### config.mk
export PLATFORM = sky130hd
export DESIGN_NAME = irq_trap_ctrl
export DESIGN_NICKNAME = d
export VERILOG_FILES = /design/src/rtl/irq_trap_ctrl_pkg.sv /design/src/rtl/irq_sync_edge.sv /design/src/rtl/irq_trap_ctrl.sv
export SDC_FILE = /design/constraint.sdc
export NUM_CORES = 1
export LEC_CHECK = 0
export CAP_MARGIN = 20
export CORE_MARGIN = 1
export CORE_UTILIZATION = 35
export DETAILED_ROUTE_END_ITERATION = 8
export DONT_BUFFER_PORTS = 1
export PLACE_DENSITY = 0.51
export SYNTH_ARGS = -nofsm -noshare
export SYNTH_HDL_FRONTEND = slang
export SYNTH_SLANG_ARGS = --single-unit
### constraint.sdc
create_clock -name clk -period 1.84 [get_ports clk]
set_input_delay 0.46 -clock clk [delete_from_list [all_inputs] [get_ports clk]]
set_output_delay 0.46 -clock clk [all_outputs]
set_load 0.01 [all_outputs]
### src/rtl/irq_trap_ctrl_pkg.sv
// Shared encodings for the interrupt/trap controller and the microcode decoder it feeds.
// Also provides the cause-to-vector helper.
package irq_trap_ctrl_pkg;
  localparam logic [3:0] DS_IRQ    = 4'd0;
  localparam logic [3:0] DS_FETCH  = 4'd1;
  localparam logic [3:0] DS_DECODE = 4'd2;
  localparam logic [3:0] DS_ADDR   = 4'd3;
  localparam logic [3:0] DS_READ   = 4'd4;
  localparam logic [3:0] DS_EXEC   = 4'd5;
  localparam logic [3:0] DS_WRITE  = 4'd6;
  localparam logic [3:0] DS_BRANCH = 4'd7;
  localparam logic [3:0] DS_EXECM  = 4'd8;

  localparam int CAUSE_W = 4;

  localparam logic [2:0] TRAP_ILLEGAL = 3'd0;
  localparam logic [2:0] TRAP_BUSERR  = 3'd1;

  typedef enum logic [1:0] {
    ST_IDLE,
    ST_REQ_I,
    ST_REQ_T,
    ST_SERVICE
  } fsm_t;

  function automatic logic [15:0] calc_vector(input logic [15:0] base,
                                              input logic [15:0] stride,
                                              input logic [CAUSE_W-1:0] c);
    return base + 16'(c) * stride;
  endfunction
endpackage

### src/rtl/irq_sync_edge.sv
// Two-flop synchroniser for one asynchronous IRQ line plus a one-cycle rising-edge pulse.
module irq_sync_edge (
  input  logic clk,
  input  logic reset,
  input  logic a,
  output logic pulse
);
  logic s1, s2, s3;

  always_ff @(posedge clk) begin
    if (reset) begin
      s1 <= 1'b0;
      s2 <= 1'b0;
      s3 <= 1'b0;
    end else begin
      s1 <= a;
      s2 <= s1;
      s3 <= s2;
    end
  end

  assign pulse = s2 & ~s3;
endmodule

### src/rtl/irq_trap_ctrl.sv
// Interrupt/trap controller: pending/mask/enable, lowest-index priority, trap arbitration,
// and the request/acknowledge handshake against the decoder state.
module irq_trap_ctrl
  import irq_trap_ctrl_pkg::*;
#(
  parameter int          NIRQ       = 4,
  parameter logic [15:0] VEC_BASE   = 16'h0008,
  parameter int          VEC_STRIDE = 4,
  parameter logic [3:0]  IRQ_STATE  = DS_IRQ
) (
  input  logic               clk,
  input  logic               reset,
  input  logic [NIRQ-1:0]    irq_in,
  input  logic               trap_req,
  input  logic [2:0]         trap_code,
  input  logic [3:0]         dec_state,
  input  logic               ie_set,
  input  logic               ie_clr,
  input  logic               reti,
  input  logic               mask_we,
  input  logic [NIRQ-1:0]    mask_wdata,
  output logic               irq_r,
  output logic               trap_r,
  output logic [CAUSE_W-1:0] cause,
  output logic [15:0]        vector,
  output logic               ie,
  output logic               in_handler,
  output logic               dbl_fault
);
  fsm_t            state, state_nx;
  logic [NIRQ-1:0] edge_p, pending, mask, eligible, ack_clr;
  logic [2:0]      win;
  logic            any, ack;

  irq_sync_edge u_sync [NIRQ-1:0] (
    .clk   (clk),
    .reset (reset),
    .a     (irq_in),
    .pulse (edge_p)
  );

  assign eligible = pending & mask;
  assign any      = |eligible;
  assign ack      = (state == ST_REQ_I) && (dec_state == IRQ_STATE);

  // Descending scan so the lowest eligible index is the last one written.
  always_comb begin
    win = '0;
    for (int i = NIRQ - 1; i >= 0; i--)
      if (eligible[i]) win = 3'(i);
  end

  always_comb begin
    ack_clr = '0;
    for (int i = 0; i < NIRQ; i++)
      ack_clr[i] = ack && (cause[2:0] == 3'(i));
  end

  always_ff @(posedge clk) begin
    if (reset) state <= ST_IDLE;
    else       state <= state_nx;
  end

  always_comb begin
    state_nx = state;
    case (state)
      ST_IDLE:    if (trap_req) state_nx = ST_REQ_T;
                  else if (ie && any) state_nx = ST_REQ_I;
      ST_REQ_I:   if (dec_state == IRQ_STATE) state_nx = ST_SERVICE;
      ST_REQ_T:   state_nx = ST_SERVICE;
      ST_SERVICE: if (reti) state_nx = ST_IDLE;
      default:    state_nx = ST_IDLE;
    endcase
  end

  // Request/handler flags decode straight from the state register, so they stay registered.
  always_comb begin
    irq_r      = (state == ST_REQ_I);
    trap_r     = (state == ST_REQ_T);
    in_handler = (state == ST_SERVICE);
    vector     = (state == ST_IDLE) ? 16'h0000
                                    : calc_vector(VEC_BASE, 16'(VEC_STRIDE), cause);
  end

  always_ff @(posedge clk) begin
    if (reset) begin
      pending   <= '0;
      mask      <= '1;
      ie        <= 1'b0;
      cause     <= '0;
      dbl_fault <= 1'b0;
    end else begin
      // A fresh edge on the line being acknowledged survives the clear.
      pending <= (pending & ~ack_clr) | edge_p;
      if (mask_we) mask <= mask_wdata;
      if (ack || ie_clr) ie <= 1'b0;
      else if (ie_set)   ie <= 1'b1;
      if (state == ST_IDLE) begin
        if (trap_req)         cause <= {1'b1, trap_code};
        else if (ie && any)   cause <= {1'b0, win};
      end
      if (trap_req && state == ST_SERVICE) dbl_fault <= 1'b1;
    end
  end
endmodule
==> impl_metrics.csv, run 1 <==
group,metric,value,unit
run_status,status,"completed",
power,p_total,1.660,mW
logic_synthesis,synthMuxAreaShare,0.04990,
sta,post-route-period-util,0.9511,
final_layout,drive_above_1_share,0.1212,
logic_synthesis,synth.cell_area,1204,sq um
logic_synthesis,synth_top_cell_by_area,"dfxtp_1",
setup_path,cp-end-kind,"output port",
global_route,grt-ovfl-total,0,
final_layout,num_antenna_cells,0,
logic_synthesis,syn_inst,129,
logic_synthesis,synth_area_leaders,"dfxtp_1 (47%), buf_4 (6.9%), ha_1 (5.2%), nor2b_1 (5.2%), mux2i_1 (5.0%)",
logic_synthesis,synth_edf_count,0,
sta,fmax,0.5714,GHz
cts,tritoncts,"done",
global_route,grt_max_degree,19,
place,gp_congestion,0.7760,
global_route,grt_pass1_wl,3663,um
setup_path,start_kind,"flop",
routing,drc,0,
routing,vias,871,
floorplan,fp-row-count,20,
sta,min_period,1.750,ns
hold_path,hold_class,"input pin to flop",
logic_synthesis,synth_most_common_cell,"dfxtp_1",
sta,rsz0062_at_grt,"false",
setup_path,worstReg2RegEnd,"state[1]",
logic_synthesis,yosys.area.top_type_share,0.4657,
setup_path,crit_arrival,1.29,ns
cts,clock_latency,0.33,ns
place,dp_cells,170,
routing,drt-initial-drc-count,56,
setup_path,critPathRequiredTime,1.38,ns
sta,fin_skew,0.004782,ns
routing,route.detailed.wl_per_inst,13.35,um
setup_path,crit_fanout,10,
power,cellLeakagePower,0.5549,nW
routing,dr.pass1.iters,5,
sta,setup_viol,0,
logic_synthesis,yosys.area_share.adder,0.05198,
logic_synthesis,ys_top_cells_by_count,"dfxtp_1 (28), buf_4 (11), inv_1 (10), nor2b_1 (10), nand2_1 (9)",
power,vdd_drop_max,0.0006400,V
cts,cts.path.max_buffers,2,
cts,clockRootBuffer,"clkbuf_4",
global_route,top_usage_layer,"met2",
routing,drtAntennaViolNets,0,
routing,routed_wl,2350,um
cts,cts_sinks,28,
sta,final_max_slew_viol_count,0,
floorplan,start_util,0.3817,
setup_path,timing.rr.start,"state[1]",
setup_path,r2r_setup_slack,0.19,ns
cts,clk_pin_slew,0.15,ns
logic_synthesis,synth.distinct_cells,32,
logic_synthesis,synth_compound_area_frac,0.1590,
hold_path,min_to,"state[0]",
logic_synthesis,synth_top_family_by_area,"compound AO/OA/AOI/OAI gates",
final_layout,fin_area,1304,sq um
cts,cts_max_level,1,
hold_path,hold_depth,1,
power,p_per_area,1273,nW/um^2
final_layout,area_delta_synth_final,8.316,%
logic_synthesis,synthXorXnorAreaFrac,0.007277,
global_route,grt_usage,0.1363,
logic_synthesis,yosysWarningCount,0,
final_layout,final_cells,176,
logic_synthesis,synth_simple_gate_area_share,0.1445,
place,placed_cell_area,1217,sq um
logic_synthesis,synth_area_per_cell,9.331,sq um
setup_path,ff2ff_path_depth,5,
global_route,grt_pass1_vias,784,
logic_synthesis,async_flop_share,0,
final_layout,final_nets,160,
floorplan,ios,47,
global_route,grt_use_met2,0.2151,
sta,hold_viol_final,0,
setup_path,critPathKind,"flop to output port",
floorplan,die_w,60.65,um
global_route,grt_use_met3,0.05330,
logic_synthesis,synth-main-ff-cell,"dfxtp_1",
cts,cts_buffers,3,
global_route,grt_use_met1,0.1735,
job,cap_violations,0,
logic_synthesis,synth-seq-cells,28,
hold_path,min_from,"reset",
floorplan,die_area,3678,sq um
place,port_buffers,0,
floorplan,core-area,3153,sq um
place,dp_hpwl,1779,um
logic_synthesis,yosysSeqAreaShare,0.4657,
routing,viasPerCell,4.949,
global_route,grt_antenna_before_repair,0,
floorplan,dieHeight,60.65,um
## timing repair
action,4_1_cts,5_1_grt
pin swaps,0,2
hold buffers,0,0
resized for setup,5,3
buffers inserted,0,2
endpoints found under the setup margin,5,2
## sequential cells by signal (all words and copies together), names as in the netlist
name,count
pending,4
ie,1
u_sync.s1,4
dbl_fault,1
cause,4
u_sync.s2,4
state,2
mask,4
u_sync.s3,4
## cell usage in the layout (no fill, tap or decap), types with 2 or more instances in the layout
master	count
o311ai_1	3
nand2_1	9
a311oi_1	2
conb_1	11
dfxtp_1	25
a211oi_1	2
inv_2	3
clkbuf_4	3
nor2b_1	10
o21ai_1	4
nand3_1	2
mux2i_1	6
dfxtp_2	2
inv_1	8
nor2_1	8
ha_1	4
a22oi_1	2
a21oi_1	7
buf_4	5
## area by class of cell
class / instances / area [sq um]
clock buffer: 3 / 22.52
tap: 44 / 55.05
inverter: 11 / 41.29
fill: 313 / 1849
multi-input combinational: 84 / 550.5
timing repair buffer: 5 / 37.54
clock inverter: 1 / 30.03
sequential: 28 / 566.8
## metrics by stage
stage | worst slack [ns] | utilization | hold slack [ns] | setup TNS (ns)
floorplan | 0.02400 | - | 0.3895 | 0
global placement | 0.05129 | 0.3861 | 0.3936 | 0
detailed placement | -0.06352 | 0.3861 | 0.3969 | -0.06352
CTS | 0.02756 | 0.4079 | 0.1549 | 0
global route | 0.01286 | 0.4135 | 0.1396 | 0
finish | 0.08994 | 0.4135 | 0.1729 | 0
## worst max-delay path, stage by stage, from the launching register on
cell     delay (ns)
dfxtp_2        0.40
inv_2          0.06
ha_4           0.19
and4b_1        0.31
## per-layer routing
| layer | vias to the layer above | share of wire |
|---|---|---|
| met5 | - | 0 |
| met4 | 0 | 0.0064 |
| met3 | 2 | 0.088 |
| met2 | 41 | 0.46 |
| met1 | 396 | 0.45 |
| li1 | 432 | - |
## how the worst max path moves through the flow
stage	start	to	slack (ns)	cells after the start
after floorplan	dec_state[1]	state[1]	0.02	4
final	state[0]	vector[6]	0.09	3
after global routing	cause[2]	vector[5]	0.01	3
after global placement	dec_state[1]	state[1]	0.05	4
after detailed placement	dec_state[1]	state[1]	-0.06	4
after CTS	state[1]	vector[6]	0.03	3
## power by group
group / internal, mW / leakage (nW) / switching, mW / total, mW
clock network: 0.220 / 0.0279 / 0.180 / 0.401
logic: 0.236 / 0.295 / 0.266 / 0.502
registers: 0.678 / 0.232 / 0.0795 / 0.757
## kinds of logic (layout without fill, tap and decap cells)
group / count (synthesis) / in the layout
AO/OA/AOI/OAI: 27 / 27
XOR/XNOR: 1 / 1
adder cells (fa/ha/maj): 5 / 5
buffers and inverters: 27 / 20
flip-flops: 28 / 28
multiplexers: 6 / 6
other: 1 / 11
AND/OR/NAND/NOR: 34 / 34
(Power assumes the default switching activity.)
==> run 2: changes to the inputs <==
--- a/config.mk
+++ b/config.mk
@@ -11,6 +11,7 @@
 export DETAILED_ROUTE_END_ITERATION = 8
 export DONT_BUFFER_PORTS = 1
 export PLACE_DENSITY = 0.51
+export SKIP_LAST_GASP = 1
 export SYNTH_ARGS = -nofsm -noshare
 export SYNTH_HDL_FRONTEND = slang
 export SYNTH_SLANG_ARGS = --single-unit
==> impl_metrics.csv, run 2 (same netlist as run 1, synthesis figures left out) <==
group,metric,value,unit
routing,routed_wl,2354,um
routing,dr_wl_met3,211,um
cts,clock_latency,0.33,ns
routing,drtAntennaViolNets,0,
cts,cts_max_level,1,
sta,hold_viol_final,0,
global_route,grt_usage,0.1363,
setup_path,cp-end-kind,"output port",
routing,viasPerCell,4.966,
routing,route.detailed.wl_per_inst,13.38,um
sta,fin_hold_ws,0.1729,ns
setup_path,crit_fanout,10,
setup_path,r2r_setup_slack,0.14,ns
final_layout,drive_above_1_share,0.1061,
setup_path,critPathRequiredTime,1.38,ns
sta,post-route-period-util,0.9664,
setup_path,worstReg2RegEnd,"state[1]",
setup_path,ff2ff_path_depth,5,
sta,min_period,1.778,ns
final_layout,area_delta_synth_final,8.316,%
routing,dr.pass1.iters,4,
cts,tritoncts,"done",
hold_path,hold_depth,1,
setup_path,start_kind,"flop",
place,gp_congestion,0.7760,
job,cap_violations,0,
power,p_total,1.656,mW
final_layout,seqCellArea,566.8,sq um
cts,cts_hold_buf,0,
floorplan,core-area,3153,sq um
cts,clk_pin_slew,0.15,ns
floorplan,ios,47,
floorplan,start_util,0.3817,
hold_path,hold_class,"input pin to flop",
sta,setup_slack,0.06184,ns
cts,clockRootBuffer,"clkbuf_4",
hold_path,min_to,"state[0]",
setup_path,timing.rr.start,"state[1]",
global_route,grt_pass1_wl,3663,um
floorplan,die_w,60.65,um
sta,fin_skew,0.004987,ns
cts,cts_buffers,3,
cts,cts_sinks,28,
hold_path,min_from,"reset",
setup_path,crit_arrival,1.32,ns
place,pre_cts_slack,-0.06352,ns
run_status,status,"completed",
routing,wl_met1,1050,um
floorplan,dieHeight,60.65,um
sta,rsz0062_at_grt,"true",
final_layout,final_common_cell,"dfxtp_1",
final_layout,final_nets,160,
final_layout,multi_input_area,550.5,sq um
place,dp_hpwl,1779,um
global_route,grt-ovfl-total,0,
final_layout,num_antenna_cells,0,
routing,drt-initial-drc-count,56,
place,port_buffers,0,
sta,setup_viol,0,
global_route,grt_pass1_vias,784,
final_layout,final_cell_mix,"dfxtp_1 (25), conb_1 (11), inv_1 (10), nor2b_1 (10), nand2_1 (9)",
floorplan,fp-row-count,20,
setup_path,critPathKind,"flop to output port",
routing,vias,874,
global_route,grt_max_degree,19,
routing,drc,0,
sta,fmax,0.5624,GHz
final_layout,n_fill_cell,313,
power,p_per_area,1270,nW/um^2
cts,cts.path.max_buffers,2,
global_route,grt_antenna_before_repair,0,
power,cellLeakagePower,0.5554,nW
floorplan,die_area,3678,sq um
sta,final_max_slew_viol_count,0,
routing,highest_layer,"met4",
routing,met2_length,1076,um
power,vdd_drop_max,0.0006351,V
-- run 2: report_power, final --
group | switching [mW] | leakage (nW) | internal (mW)
clock | 0.180 | 0.0279 | 0.220
sequential | 0.0765 | 0.232 | 0.677
combinational | 0.267 | 0.296 | 0.235
-- run 2: how the worst max path moves through the flow --
| stage | start | end | slack, ns | cells after the start |
|---|---|---|---|---|
| 3_3_place_gp | dec_state[1] | state[1] | 0.05 | 4 |
| 3_5_place_dp | dec_state[1] | state[1] | -0.06 | 4 |
| 6_report | state[0] | vector[6] | 0.06 | 3 |
| 5_1_grt | state[1] | vector[6] | -0.01 | 3 |
| 2_1_floorplan | dec_state[1] | state[1] | 0.02 | 4 |
| 4_1_cts | state[1] | vector[6] | 0.03 | 3 |
-- run 2: area by class of cell --
cell class                      instances  share of cell area
Tap cell                               44             0.04223
Inverter                               11             0.03167
Sequential cell                        28              0.4347
Timing Repair Buffer                    5             0.02879
Clock inverter                          1             0.02303
Multi-Input combinational cell         84              0.4223
Clock buffer                            3             0.01727
-- run 2: metrics by stage --
stage	std cells	utilization	area (sq um)	setup TNS, ns
global route	176	0.4135	1304	-0.01449
CTS	174	0.4079	1286	0
floorplan	139	-	1241	0
global placement	170	0.3861	1217	0
detailed placement	170	0.3861	1217	-0.06352
finish	176	0.4135	1304	0
-- run 2: repair_timing --
item	CTS	global route
gates resized for setup	5	1
buffers inserted	0	2
endpoints found under the setup margin	5	2
cloned	0	0
pin swaps	0	2
-- run 2: layer usage --
layer  GRT usage  up-vias
li1            -      431
met1      0.1735      397
met2      0.2151       44
met3     0.05330        2
met4     0.03896        0
met5           0        -
-- run 2: critical path: stages, from the launching register on --
cell and delay (ns):
dfxtp_2 0.39, inv_1 0.09, ha_4 0.20, and4b_1 0.31
==> run 3: changes to the inputs <==
--- a/config.mk
+++ b/config.mk
@@ -10,6 +10,7 @@
 export CORE_UTILIZATION = 35
 export DETAILED_ROUTE_END_ITERATION = 8
 export DONT_BUFFER_PORTS = 1
+export GPL_TIMING_DRIVEN = 1
 export PLACE_DENSITY = 0.51
 export SKIP_LAST_GASP = 1
 export SYNTH_ARGS = -nofsm -noshare
==> results of run 3 <==
Final layout, timing and power as in run 2 (identical DEF).
